<file path="src/rtl/booth_stream_if.sv">
// booth_stream_if: valid/ready wrapper around a free-running WIDTHxWIDTH sequential Booth core.
// Accepts signed operand pairs, holds them on core_a/core_b for a full core period and
// captures each real product from core_c into a 2-entry output FIFO.
//
// Ports:
//   clk        in   clock
//   rst        in   asynchronous active-low reset
//   in_valid   in   operand pair valid
//   in_ready   out  operand pair accepted on in_valid && in_ready at a clk edge
//   in_a/in_b  in   signed multiplicand / multiplier
//   out_valid  out  FIFO head valid
//   out_ready  in   consumer pops the head on out_valid && out_ready
//   out_c      out  signed product (FIFO head)
//   core_rst   out  core synchronous active-high reset
//   core_a/b   out  operands held for the core
//   core_c     in   core product
module booth_stream_if #(
    parameter int unsigned WIDTH = 233,
    parameter int unsigned CW    = 8
) (
    input  logic               clk,
    input  logic               rst,
    input  logic               in_valid,
    output logic               in_ready,
    input  logic [WIDTH-1:0]   in_a,
    input  logic [WIDTH-1:0]   in_b,
    output logic               out_valid,
    input  logic               out_ready,
    output logic [2*WIDTH-1:0] out_c,
    output logic               core_rst,
    output logic [WIDTH-1:0]   core_a,
    output logic [WIDTH-1:0]   core_b,
    input  logic [2*WIDTH-1:0] core_c
);

    localparam logic [CW-1:0] CntMax = CW'(WIDTH);
    localparam logic [CW-1:0] CntOne = CW'(1);

    logic [CW-1:0]        cnt;
    logic                 buf_v;
    logic                 hold_v;
    logic                 run_v;
    logic [WIDTH-1:0]     buf_a;
    logic [WIDTH-1:0]     buf_b;
    logic [2*WIDTH-1:0]   fifo_mem [2];
    logic                 fifo_wr;
    logic                 fifo_rd;
    logic [1:0]           fifo_cnt;

    logic in_fire;
    logic out_fire;
    logic phase_load;
    logic phase_end;
    logic load_ok;
    logic load_buf;
    logic load_byp;
    logic push;

    always_comb begin
        in_ready   = !buf_v && !core_rst;
        in_fire    = in_valid && in_ready;
        out_valid  = (fifo_cnt != 2'd0);
        out_fire   = out_valid && out_ready;
        out_c      = fifo_mem[fifo_rd];
        phase_load = !core_rst && (cnt == CntOne);
        phase_end  = !core_rst && (cnt == '0);
        // Credit check ignores a same-cycle pop, so a started job always finds a free slot.
        load_ok    = phase_load && (({1'b0, fifo_cnt} + {2'b00, run_v}) < 3'd2);
        load_buf   = load_ok && buf_v;
        load_byp   = load_ok && !buf_v && in_fire;
        push       = phase_end && run_v;
    end

    // Core reset and phase counter; cnt tracks the core's own iteration counter exactly.
    always_ff @(posedge clk or negedge rst) begin
        if (!rst) begin
            core_rst <= 1'b1;
            cnt      <= '0;
        end else begin
            core_rst <= 1'b0;
            if (!core_rst) begin
                cnt <= (cnt == '0) ? CntMax : cnt - CntOne;
            end
        end
    end

    // Operand buffer, core operand hold and job-valid pipeline (hold_v -> run_v).
    always_ff @(posedge clk or negedge rst) begin
        if (!rst) begin
            buf_v  <= 1'b0;
            buf_a  <= '0;
            buf_b  <= '0;
            hold_v <= 1'b0;
            run_v  <= 1'b0;
            core_a <= '0;
            core_b <= '0;
        end else begin
            if (load_buf) begin
                core_a <= buf_a;
                core_b <= buf_b;
                buf_v  <= 1'b0;
            end else if (load_byp) begin
                core_a <= in_a;
                core_b <= in_b;
            end
            if (phase_load) begin
                hold_v <= load_buf || load_byp;
            end
            // in_fire needs an empty buffer, so it never collides with load_buf.
            if (in_fire && !load_byp) begin
                buf_a <= in_a;
                buf_b <= in_b;
                buf_v <= 1'b1;
            end
            if (phase_end) begin
                run_v <= hold_v;
            end
        end
    end

    // 2-entry output FIFO.
    always_ff @(posedge clk or negedge rst) begin
        if (!rst) begin
            fifo_mem <= '{default: '0};
            fifo_wr  <= 1'b0;
            fifo_rd  <= 1'b0;
            fifo_cnt <= 2'd0;
        end else begin
            if (push) begin
                fifo_mem[fifo_wr] <= core_c;
                fifo_wr           <= !fifo_wr;
            end
            if (out_fire) begin
                fifo_rd <= !fifo_rd;
            end
            fifo_cnt <= fifo_cnt + {1'b0, push} - {1'b0, out_fire};
        end
    end

    no_push_on_full: assert property (@(posedge clk) disable iff (!rst)
        !(push && (fifo_cnt == 2'd2)));

endmodule

</file>
<file path="config.mk">
export PLATFORM = sky130hd
export DESIGN_NAME = booth_stream_if
export DESIGN_NICKNAME = d
export VERILOG_FILES = /design/src/rtl/booth_stream_if.sv
export SDC_FILE = /design/constraint.sdc
export NUM_CORES = 2
export LEC_CHECK = 0
export ABC_CLOCK_PERIOD_IN_PS = 6200
export BUFFER_PORTS_ARGS = -buffer_cell sky130_fd_sc_hd__buf_2
export CORE_AREA = 4 4 731 733
export CTS_BUF_LIST = sky130_fd_sc_hd__clkbuf_16
export CTS_CLUSTER_DIAMETER = 30
export DETAILED_ROUTE_END_ITERATION = 12
export DIE_AREA = 0 0 735 737
export PLACE_DENSITY_LB_ADDON = 0.05
export SLEW_MARGIN = 25
export SYNTH_ARGS = -nofsm -noshare
export SYNTH_HDL_FRONTEND = slang
export SYNTH_SLANG_ARGS = --single-unit
</file>
<file path="constraint.sdc">
create_clock -name clk -period 6.2 [get_ports clk]
set_input_delay 0.31 -clock clk [delete_from_list [all_inputs] [get_ports clk]]
set_output_delay 0.31 -clock clk [all_outputs]
set_load 0.02 [all_outputs]
</file>
==> metrics.csv <==
stage;metric;value;unit
run_status;status;completed;
floorplanning;Starting Density;15.3;%
global_route;first-pass GRT wire length;580000;um
global_route;vias in the first global route;67700;
floorplanning;# IOs;1871;
worst_hold_path;Hold Path Depth;3;
clock_tree;Worst-path clk slew;0.04;ns
worst_setup_path;Critical Path End Type;primary output;
clock_tree;CTS resizes;0;
clock_tree;CTS root buf;clkbuf_16;
logic_synthesis;Post-Syn Instances;5048;
sta;Fin Hold WS;0.133;ns
worst_setup_path;crit path launch type;flop;
sta;clock skew;0.0810;ns
worst_setup_path;stages on the worst setup path;3;
logic_synthesis;EDFF count, synth;0;
worst_setup_path;Max FO, Critical Path;46;
sta;achievable frequency;265;MHz
logic_synthesis;Seq cells post-synth;1880;
worst_setup_path;crit path DAT;3.46;ns
floorplanning;FP Rows;267;
sta;Tightest Pin Transition;1.07;ns
clock_tree;H-tree depth;6;
sta;Slew Limit Headroom;28.3;%
worst_setup_path;Worst path slowest cell;dfrtp_4;
floorplanning;Die X-Extent;735;um
logic_synthesis;largest family of logic cells by synthesized area;multiplexers;
worst_setup_path;Worst Path Class, Setup;reg -> out;
layout;Area Overhead vs Synth;66.6;%
sta;final hold vios;0;
clock_tree;CTS tree;yes;
power_and_ir_drop;PD cells;379;nW/um2
global_route;initial antenna violation count;305;
worst_setup_path;delay-heaviest family, CP;buffers and inverters;
placement;dpl hpwl;319000;um
routing;number of vias after detailed routing;60000;
placement;Routability Congestion;0.797;
worst_setup_path;Required @ worst endpoint;5.89;ns
floorplanning;core footprint;528000;um2
worst_setup_path;CP peak stage delay;0.90;ns
logic_synthesis;Synth warnings;0;
worst_setup_path;CP Buf/Inv Count;2;
global_route;Tot GR Track Use;15.4;%
worst_hold_path;worst hold path class;in -> reg;
routing;drt wl/cell;26.1;um
global_route;GRT Residual Overflow;0;
clock_tree;total CTS buffers;731;
layout;Layout Nets;9767;
power_and_ir_drop;maximum vdd drop;253;uV
logic_synthesis;mux contribution to synthesized area;39.0;%
floorplanning;die footprint;542000;um2
logic_synthesis;post-synthesis instance area;80700;um2
logic_synthesis;Seq/Total Area, Yosys;58.3;%
placement;I/O Buffers;1870;
sta;Final min period;3.77;ns
run;max_cap viols;0;
sta;fin crit share;60.8;%
worst_setup_path;Register-to-Register Path Depth;6;
clock_tree;CTS max path bufs;4;
logic_synthesis;number of distinct library cells after synthesis;37;
clock_tree;CTS sink count;1880;
routing;drt via density;3.64;
sta;Final setup viols;0;
routing;total iterations of the first detailed-routing run;5;
power_and_ir_drop;Leak;0.0659;uW
floorplanning;Die H;737;um
worst_setup_path;crit path cell chain;buf_4 -> mux2_2 -> buf_2;
logic_synthesis;Synth Area in Compound Gates;0.152;%
routing;initial drt markers;1614;
logic_synthesis;ys async rst share;100;%
sta;Slew Viols, Final;0;
logic_synthesis;adder-cell share of the synthesized area;0.0620;%
logic_synthesis;xor and xnor area share after synthesis;0.0651;%
routing;Total Wirelength;430000;um
sta;setup TNS;0;ns
layout;fraction of layout cells with a size suffix above 1;59.0;%
sta;RSZ-0062 raised after global routing;false;
logic_synthesis;simple-gate share of the synthesized area;0.203;%
clock_tree;insertion delay to the later sink of the worst-skew pair;1.05;ns
logic_synthesis;syn avg cell area;16.0;um2
routing;drt drc;0;
logic_synthesis;syn nets;5988;
logic_synthesis;prevailing post-synth register cell;dfrtp_1;
global_route;largest net degree at the start of global routing;137;
routing;post-route ant nets;0;
-- final cells by class --
class | instances | area [um2]
inverter | 5 | 18.8
clock buffer | 732 | 18300
antenna | 83 | 208
fill | 55500 | 393000
sequential | 1880 | 47100
clock inverter | 585 | 3670
timing repair buffer | 3359 | 24500
multi-input combinational | 2850 | 31900
tap | 6994 | 8750
-- layout by cell type, fill, tap and decap left out, types with 3 or more instances in the layout --
cell type | netlist | final
ha_1 | 4 | 4
buf_2 | 71 | 1869
buf_4 | 129 | 54
inv_6 | 0 | 6
clkinv_2 | 0 | 33
a21oi_1 | 4 | 4
clkinv_1 | 0 | 232
clkinv_8 | 0 | 5
mux2_1 | 44 | 44
bufinv_16 | 0 | 7
nor2_1 | 6 | 6
clkbuf_16 | 0 | 732
a21o_1 | 3 | 3
dfrtp_1 | 1879 | 1877
nand2b_1 | 3 | 3
clkinv_16 | 0 | 38
inv_16 | 0 | 10
xnor2_1 | 5 | 5
dlygate4sd3_1 | 0 | 1400
diode_2 | 0 | 83
mux2_2 | 2753 | 2753
inv_1 | 5 | 259
buf_12 | 0 | 34
-- layer usage --
layer	share of wire, %	vias up	global-route usage (%)
li1	-	26300	-
met1	36	30200	16.0
met2	51	2402	27.5
met3	9.6	996	6.89
met4	3.5	136	4.78
met5	0.20	-	0
-- final timing paths --
kind                              from       endpoint  slack, ns
max                            fifo_rd     out_c[105]       2.43
min                           in_b[76]      buf_b[76]       0.13
max reg2reg                     cnt[0]  fifo_mem[615]       2.58
min reg2reg                core_a[225]    core_a[225]       0.48
max in group asynchronous          rst  fifo_mem[680]       4.67
min in group asynchronous          rst     buf_a[126]       0.23
-- metrics by stage --
stage	util, %	cell area (um2)	worst slack (ns)	power (uW)	std cells
after floorplan	-	80700	3.77	16600	5048
after global placement	18.6	98200	2.47	19100	13700
after detailed placement	18.6	98200	2.52	19200	13700
after CTS	25.4	134000	2.12	52100	16400
after global routing	25.5	134000	2.17	53200	16400
final	25.5	134000	2.43	50900	16500
-- flip-flops by register name (all words and copies together) (netlist names) --
name      cells
cnt           8
core_b      233
fifo_wr       1
hold_v        1
buf_v         1
buf_a       233
run_v         1
fifo_cnt      2
fifo_mem    932
core_a      233
fifo_rd       1
core_rst      1
buf_b       233
-- cells by family after synthesis --
| group | after synthesis |
|---|---|
| buf+inv | 318 |
| xor+xnor | 6 |
| flops | 1880 |
| compound gates | 15 |
| mux | 2798 |
| fa+ha+maj | 4 |
| other cells | 1 |
| simple gates | 26 |
-- worst min-delay path: stages --
cell and delay [ns]:
dlygate4sd3_1 0.55, buf_2 0.12, mux2_2 0.13
-- synthesized netlist by cell type, drive strengths merged (2+ instances only) --
master / number / area, um2
mux2: 2797 / 31500
dfrtp: 1879 / 47000
buf: 201 / 1330
clkbuf: 112 / 420
nor2: 6 / 22.5
inv: 5 / 18.8
xnor2: 5 / 43.8
a21oi: 4 / 20.0
ha: 4 / 50.1
a21o: 3 / 22.5
nand2b: 3 / 18.8
a311oi: 2 / 17.5
nand2: 2 / 7.51
nor3: 2 / 10.0
nor4: 2 / 12.5
o21ai: 2 / 10.0
or4: 2 / 15.0
-- timing repair --
action                     CTS  global route
hold endpoints to repair  2358             0
hold buffers              1401             0
buffers inserted             0             0
-- where the power goes --
group          switching [uW]  internal, uW
Combinational            3120          2720
Clock                   10100         21200
Sequential                531         13200
Total                   13700         37200
(Power assumes the default switching activity.)
